**config.mk**
```make
export PLATFORM = sky130hd
export DESIGN_NAME = ping_pong_ctrl
export DESIGN_NICKNAME = d
export VERILOG_FILES = /design/src/rtl/ping_pong_ctrl.sv
export SDC_FILE = /design/constraint.sdc
export NUM_CORES = 1
export LEC_CHECK = 0
export ABC_AREA = 1
export BUFFER_PORTS_ARGS = -buffer_cell sky130_fd_sc_hd__buf_4
export CORE_AREA = 2 2 51 72
export DETAILED_ROUTE_END_ITERATION = 6
export DIE_AREA = 0 0 53 74
export GPL_TIMING_DRIVEN = 0
export MAX_ROUTING_LAYER = met4
export PLACE_DENSITY = 0.58
export SYNTH_ARGS = -nofsm -noshare
export SYNTH_HDL_FRONTEND = slang
export SYNTH_SLANG_ARGS = --single-unit
```
**constraint.sdc**
```tcl
create_clock -name clk -period 2.3 [get_ports clk]
set_input_delay 0.23 -clock clk [delete_from_list [all_inputs] [get_ports clk]]
set_output_delay 0.23 -clock clk [all_outputs]
set_load 0.005 [all_outputs]
```
**src/rtl/ping_pong_ctrl.sv**
```systemverilog
// ----------------------------------------------------------------------------
// ping_pong_ctrl
//
// Initiator for a ping/pong round-trip handshake. It sends one-cycle ping
// pulses to a downstream responder and waits for a pong after each one. It
// counts completed round trips. After ROUNDS round trips it parks in DONE.
// If no pong arrives within TIMEOUT wait cycles, it parks in ERR instead.
//
// Ports:
//   clk          clock, all state changes on the rising edge
//   rst          synchronous active-high reset
//   start        begin or restart a run (honoured in IDLE, DONE, ERR only)
//   pong         response pulse from the responder (honoured in WAIT only)
//   ping         request pulse, high for exactly one cycle per round
//   cnt          completed rounds in the current run
//   busy         high while a run is in progress (PING or WAIT)
//   done         high in DONE
//   timeout_err  high in ERR
//
// All outputs are decoded from registered state only. No input reaches an
// output combinationally.
// ----------------------------------------------------------------------------
module ping_pong_ctrl #(
  parameter int ROUNDS  = 10,
  parameter int CNT_W   = 8,
  parameter int TIMEOUT = 16,
  parameter int TO_W    = 5
) (
  input  logic             clk,
  input  logic             rst,
  input  logic             start,
  input  logic             pong,
  output logic             ping,
  output logic [CNT_W-1:0] cnt,
  output logic             busy,
  output logic             done,
  output logic             timeout_err
);

  typedef enum logic [2:0] {
    S_IDLE = 3'd0,
    S_PING = 3'd1,
    S_WAIT = 3'd2,
    S_DONE = 3'd3,
    S_ERR  = 3'd4
  } state_t;

  localparam logic [CNT_W-1:0] ROUNDS_C     = CNT_W'(ROUNDS);
  localparam logic [TO_W-1:0]  TIMEOUT_LAST = TO_W'(TIMEOUT - 1);

  state_t           state_reg, state_next;
  logic [CNT_W-1:0] cnt_reg, cnt_next;
  logic [TO_W-1:0]  timer_reg, timer_next;
  logic [CNT_W-1:0] cnt_inc;

  assign cnt_inc = cnt_reg + 1'b1;

  // State and datapath registers.
  always_ff @(posedge clk) begin
    if (rst) begin
      state_reg <= S_IDLE;
      cnt_reg   <= '0;
      timer_reg <= '0;
    end else begin
      state_reg <= state_next;
      cnt_reg   <= cnt_next;
      timer_reg <= timer_next;
    end
  end

  // Next-state logic. cnt and timer update here too, so each counter
  // change stays tied to the transition that causes it.
  always_comb begin
    state_next = state_reg;
    cnt_next   = cnt_reg;
    timer_next = timer_reg;
    unique case (state_reg)
      S_IDLE, S_DONE, S_ERR: begin
        if (start) begin
          state_next = S_PING;
          cnt_next   = '0;
        end
      end
      S_PING: begin
        // The responder needs at least one cycle of latency, so a pong
        // seen here cannot belong to this ping.
        state_next = S_WAIT;
        timer_next = '0;
      end
      S_WAIT: begin
        // A pong beats a timeout in the same cycle. That means a pong is
        // accepted in every one of the TIMEOUT wait cycles.
        if (pong) begin
          cnt_next   = cnt_inc;
          state_next = (cnt_inc == ROUNDS_C) ? S_DONE : S_PING;
        end else if (timer_reg == TIMEOUT_LAST) begin
          state_next = S_ERR;
        end else begin
          timer_next = timer_reg + 1'b1;
        end
      end
      default: begin
        state_next = S_IDLE;
      end
    endcase
  end

  // Output decode from registered state only.
  always_comb begin
    ping        = (state_reg == S_PING);
    busy        = (state_reg == S_PING) || (state_reg == S_WAIT);
    done        = (state_reg == S_DONE);
    timeout_err = (state_reg == S_ERR);
    cnt         = cnt_reg;
  end

endmodule

```
==> out/qor.csv, run 1 <==
stage;metric;value;unit
worst_setup_path;worst_path_max_delay_cell;dfxtp_1;
cts;post-cts-setup-buffers;0;
layout;largest_register_ffs;8;
layout;post-route-util;0.3531;
worst_setup_path;cp.required;2.47;ns
cts;clock-root-buffer;clkbuf_8;
die;die_x;53;um
layout;layout.cells.non_filler;200;
place;dpl.hpwl;1.572;mm
global_route;grt_overflow;0;
worst_setup_path;path_cells;ha_1 -> inv_1 -> nor3_1 -> ha_1 -> nor2_1 -> nand2_1 -> nand2_2 -> nand2_1 -> nor2_1 -> nor3_1;
route;wl;1.952;mm
pwr;finalPower;0.7967;mW
global_route;grt_pass1_vias;922;
global_route;grtUsageTotal;0.1254;
die;rows;25;
route;drc;0;
logic_synthesis;synth_top_area_frac;0.3400;
route;routedWlPerCell;9.760;um
worst_setup_path;cp-end-kind;flip-flop;
logic_synthesis;synth-seq-cells;16;
layout;drive_gt1_frac;0.2313;
worst_setup_path;worst-path-buf-inv;1;
cts;h-tree-depth;1;
place;gp_congestion;0.8137;
timing;fin_crit_sh;0.6912;
logic_synthesis;synth_edf_count;0;
timing;finalSetupViolations;0;
logic_synthesis;seq_area_frac_synth;0.3400;
logic_synthesis;syn_nets;149;
route;antenna_left;0;
route;drt_iter0_markers;26;
route;vias;919;
route;detail_route.first_pass.iterations;4;
layout;syn2layout_area_growth;23.11;%
cts;post_cts_resized;0;
logic_synthesis;synth_area_leaders;dfxtp_1 34%, nand2_1 14%, inv_1 7.6%;
die;pin_count;16;
worst_setup_path;start_kind;flip-flop;
cts;path_clk_slew;0.06;ns
die;chipHeight;74;um
die;core;3284;um^2
timing;fmax;629.0;MHz
pwr;peakVddDrop;0.4024;mV
logic_synthesis;ys_warn_count;0;
timing;finClkSkew;0.001516;ns
timing;slew_violations;0;
pwr;p_leak;0.4656;nW
global_route;grt_max_degree;11;
cts;clk_path_buf_depth;2;
timing;rsz0062_at_grt;false;
pwr;power_density;686.9;nW/um^2
logic_synthesis;postSynthCellCount;141;
logic_synthesis;yosysMostFrequentCell;nand2_1;
hold_path;hp-class;in2reg;
logic_synthesis;netlist_area;942.2;um^2
worst_setup_path;crit_arrival;1.76;ns
worst_setup_path;worst_path_largest_cell_delay;0.38;ns
place;place_inst;196;
worst_setup_path;r2r_slack;0.71;ns
logic_synthesis;synth_ff_type;dfxtp_1;
global_route;grt_pass1_wl;3.657;mm
logic_synthesis;ys_types;25;
timing;slew-limit-headroom;0.6676;
cts;cts_tree;done;
worst_setup_path;crit_type;reg2reg;
cts;clk-insertion-delay-late;0.25;ns
die;initial_core_util;0.2869;
global_route;antenna_found_initial;0;
logic_synthesis;syn_area_per_cell;6.682;um^2
route;viasPerCell;4.595;
timing;period_minus_slack;1.590;ns
cts;cts_sinks;16;
logic_synthesis;synth_top_area_cell;dfxtp_1;
job;cap_viol_max_count;0;
place;port_buffers;15;
logic_synthesis;async_flop_share;0;
cts;cts_hold_buffers;0;
layout;nets;169;
logic_synthesis;synthTopCellsByCount;35 x nand2_1, 19 x inv_1, 16 x dfxtp_1;
timing;tightest_slew;0.4985;ns
timing;hold_viol_final;0;
cts;cts_buffers;3;
die;die-area;3922;um^2
outcome;status;finished, final reports clean;
timing;tns;0;ns
layout;antenna_cells;0;
worst_setup_path;worstPathMaxFanout;9;
worst_setup_path;crit_family;simple AND/OR/NAND/NOR gates;
[kinds of logic after synthesis]
logic type,Yosys count,share of synthesized area
XOR/XNOR,1,0.009298
AO/OA/AOI/OAI,23,0.1487
AND/OR/NAND/NOR,71,0.3439
buffers and inverters,26,0.1049
flip-flops,16,0.3400
adder cells (fa/ha/maj),4,0.05312
[per-stage QoR]
step	hold WS (ns)	instance area (um^2)	setup WS (ns)
after global placement	0.4429	1105	0.7715
final	0.1800	1160	0.7101
after CTS	0.1792	1160	0.6774
after detailed placement	0.4461	1105	0.7097
after global routing	0.1837	1160	0.4957
after floorplan	0.3085	942.2	0.9098
[layout by cell type, fill, tap and decap left out, drive strengths merged]
master,Yosys,routed
buf,1,16
o21ai,9,9
nand2,37,37
ha,4,4
dfxtp,16,16
a211oi,1,1
nand3,8,8
a21oi,13,13
clkbuf,1,5
inv,24,24
nor3,6,6
nand4,2,2
xnor2,1,1
or2,2,2
nor2,16,16
[worst paths after layout]
| path | cells past startpoint | startpoint | to |
|---|---|---|---|
| worst min-delay path | 2 | rst | state_reg[2]$_SDFFE_PP0P_ |
| worst max-delay path | 10 | timer_reg[0]$_SDFFE_PP0P_ | timer_reg[3]$_SDFFE_PP0P_ |
| worst min register to register | 2 | cnt[7]$_SDFFE_PP0P_ | cnt[7]$_SDFFE_PP0P_ |
| worst max register to register | 10 | timer_reg[0]$_SDFFE_PP0P_ | timer_reg[3]$_SDFFE_PP0P_ |
[layout make-up]
type                            count  area (um^2)
Inverter                           24        90.09
Clock buffer                        4        55.05
Buffer                              2        8.758
Fill cell                         376         2125
Tap cell                           40        50.05
Multi-Input combinational cell     99        523.0
Sequential cell                    16        320.3
Timing Repair Buffer               15        112.6
[where the power goes]
part / internal (mW) / switching [mW]
registers: 0.304 / 0.0275
clock network: 0.152 / 0.0968
logic: 0.0843 / 0.132
[worst register-to-register path, cell delays in order, from the launching register on]
cell and delay (ns):
dfxtp_1 0.38, ha_1 0.18, inv_1 0.06, nor3_1 0.16
ha_1 0.20, nor2_1 0.04, nand2_1 0.11, nand2_2 0.13
nand2_1 0.09, nor2_1 0.04, nor3_1 0.15
[routing by layer]
metal	track usage	wire, um
met4	0.05983	34
met2	0.2125	953
met5	-	0
met1	0.1425	866
met3	0.01807	97
Power figures use the tool's default switching activity.
==> run 2: changes to the inputs <==
==> constraint.sdc (replaced) <==
create_clock -name clk -period 1.6 [get_ports clk]
set_input_delay 0.16 -clock clk [delete_from_list [all_inputs] [get_ports clk]]
set_output_delay 0.16 -clock clk [all_outputs]
set_load 0.005 [all_outputs]
==> out/qor.csv, run 2 (synthesis results as in run 1) <==
stage;metric;value;unit;change
timing;finClkSkew;0.001712;ns;+0.0001955 ns
worst_setup_path;worstPathMaxFanout;4;;-5
worst_setup_path;r2r_start;timer_reg[0]$_SDFFE_PP0P_;;
route;routedWlPerCell;10.44;um;+7.0%
layout;largest_register_ffs;8;;unchanged
die;rows;25;;unchanged
cts;clk-insertion-delay-late;0.25;ns;about the same
worst_setup_path;r2r-end;timer_reg[0]$_SDFFE_PP0P_;;
worst_setup_path;start_kind;flip-flop;;
outcome;status;finished, final reports clean;;
pwr;finalPower;1.192;mW;+50%
worst_setup_path;crit_arrival;1.56;ns;-0.20 ns
die;chipHeight;74;um;unchanged
die;die_x;53;um;unchanged
route;antenna_left;0;;unchanged
layout;antenna_cells;0;;unchanged
layout;nets;170;;+0.59%
place;place_ws;0.009693;ns;-0.7000 ns
hold_path;min_from;rst;;
global_route;grt_pass1_vias;917;;-0.54%
pwr;switching_share;0.3336;;+0.01183
cts;path_clk_slew;0.06;ns;about the same
timing;slew-limit-headroom;0.6594;;-0.008194
route;vias;928;;+0.98%
cts;cts_hold_buffers;0;;unchanged
cts;clk_path_buf_depth;2;;unchanged
timing;tightest_slew;0.5108;ns;+0.01229 ns
place;dpl.hpwl;1.572;mm;unchanged
global_route;antenna_found_initial;0;;unchanged
pwr;peakVddDrop;0.6139;mV;+53%
pwr;p_comb_frac;0.296;;+0.024
hold_path;hold-path-endpoint;state_reg[2]$_SDFFE_PP0P_;;
timing;slew_violations;0;;unchanged
route;detail_route.first_pass.iterations;4;;unchanged
layout;design_area;1220;um^2;+5.2%
worst_setup_path;worst_path_largest_cell_delay;0.35;ns;-0.03 ns
hold_path;hp-class;in2reg;;
worst_setup_path;crit_type;reg2reg;;
pwr;p_leak;0.4790;nW;+2.9%
timing;hold_viol_final;0;;unchanged
pwr;intPower;0.7941;mW;+47%
worst_setup_path;worst_path_max_delay_cell;dfxtp_2;;
timing;period_minus_slack;1.443;ns;-0.1468 ns
cts;cts_buffers;3;;unchanged
route;drc;0;;unchanged
place;port_buffers;15;;unchanged
layout;drive_gt1_frac;0.3230;;+0.09173
worst_setup_path;cp-end-kind;flip-flop;;
layout;layout_commonest_cell;nand2_1;;
pwr;clockPowerShare;0.300;;-0.012
timing;tns;0;ns;unchanged
cts;cts_tree;done;;
route;viasPerCell;4.617;;+0.48%
die;initial_core_util;0.2869;;unchanged
timing;fin_hold_ws;0.1049;ns;-0.07510 ns
die;die-area;3922;um^2;unchanged
global_route;grt_pass1_wl;3.657;mm;unchanged
global_route;grt_max_degree;11;;unchanged
cts;clock-root-buffer;clkbuf_8;;
timing;finalSetupViolations;0;;unchanged
timing;fin_crit_sh;0.9019;;+0.2107
timing;fmax;693.0;MHz;+10%
worst_setup_path;cp.required;1.72;ns;-0.75 ns
die;pin_count;16;;unchanged
route;wl;2.099;mm;+7.5%
timing;rsz0062_at_grt;false;;
job;cap_viol_max_count;0;;unchanged
pwr;p_sw;0.3975;mW;+55%
cts;h-tree-depth;1;;unchanged
worst_setup_path;crit_top_cell;ha_2;;
worst_setup_path;path_cells;ha_2 -> inv_2 -> nor3_2 -> ha_2 -> nor2_2 -> nand2_4 -> nand2_2 -> o21ai_0 -> nor2_1;;
place;placed_area;1105;um^2;unchanged
worst_setup_path;worst-path-buf-inv;1;;unchanged
place;gp_congestion;0.8137;;unchanged
die;core;3284;um^2;unchanged
worst_setup_path;crit_family;adder cells;;
global_route;grt_overflow;0;;unchanged
worst_setup_path;rr_worst_depth;9;;-1
pwr;power_density;976.8;nW/um^2;+42%
hold_path;worst_hold_path.num_cells;2;;unchanged
layout;final_cell_mix;34 x nand2_1, 18 x inv_1, 15 x buf_4, 12 x dfxtp_1, 11 x nor2_1;;
timing;setup_ws;0.1569;ns;-0.5532 ns
global_route;grtUsageTotal;0.1258;;+0.0004221
worst_setup_path;r2r_slack;0.16;ns;-0.55 ns
cts;cts_sinks;16;;unchanged
layout;syn2layout_area_growth;29.48;%;
pwr;seqPwrFrac;0.404;;-0.012
route;drt_iter0_markers;24;;-7.7%
run 2: cell types whose count changed in the layout (fill, tap and decap cells not counted), sizes merged:
cell | previous run | this run
nand2 | 37 | 38
run 2: area by class of cell:
cell class                 instances  area [um^2]
multi-input combinational        100        578.1
clock buffer                       4        55.05
tap                               40        50.05
fill                             376         2064
inverter                          24        90.09
buffer                             2        8.758
timing repair buffer              15        112.6
sequential                        16        325.3
run 2: how the worst max path moves through the flow:
stage                                         start                   endpoint  slack (ns)  cells past startpoint
after detailed placement  timer_reg[0]$_SDFFE_PP0P_  timer_reg[3]$_SDFFE_PP0P_        0.01                     10
after floorplan           timer_reg[0]$_SDFFE_PP0P_  timer_reg[2]$_SDFFE_PP0P_        0.21                     10
after global placement    timer_reg[0]$_SDFFE_PP0P_  timer_reg[4]$_SDFFE_PP0P_        0.07                      9
after CTS                 timer_reg[0]$_SDFFE_PP0P_  timer_reg[3]$_SDFFE_PP0P_        0.02                     10
after global routing      state_reg[1]$_SDFFE_PP0P_  state_reg[1]$_SDFFE_PP0P_       0.003                      8
final                     timer_reg[0]$_SDFFE_PP0P_  timer_reg[0]$_SDFFE_PP0P_        0.16                      9
run 2: layer usage:
metal	vias to the layer above	GRT usage	routed length, um
li1	485	-	-
met1	413	0.1413	895
met2	22	0.2139	1046
met3	8	0.02008	97
met4	0	0.05983	59
met5	-	-	0
run 2: timing repair:
action                     in CTS  in global routing
setup endpoints to repair       4                  7
pin swaps                       0                  3
cloned                          0                  1
buffers inserted                0                  0
resized for setup               2                 15
run 2: worst register-to-register path: stages (launching register included):
cell	delay, ns
dfxtp_2	0.35
ha_2	0.19
inv_2	0.05
nor3_2	0.10
ha_2	0.20
nor2_2	0.05
nand2_4	0.09
nand2_2	0.09
o21ai_0	0.15
nor2_1	0.05
run 2: stage by stage:
| stage | std cells | utilization |
|---|---|---|
| 3_3_place_gp | 196 | 0.3364 |
| 6_report | 201 | 0.3714 |
| 2_1_floorplan | 141 | - |
| 3_5_place_dp | 196 | 0.3364 |
| 4_1_cts | 200 | 0.3554 |
| 5_1_grt | 201 | 0.3714 |
run 2: power by group through the flow:
| stage | combinational [mW] | sequential [mW] | clock (mW) |
|---|---|---|---|
| after floorplan | 0.228 | 0.477 | 0 |
| after global placement | 0.318 | 0.483 | 0 |
| after detailed placement | 0.318 | 0.483 | 0 |
| after CTS | 0.320 | 0.476 | 0.366 |
| after global routing | 0.402 | 0.486 | 0.387 |
| final | 0.352 | 0.482 | 0.357 |
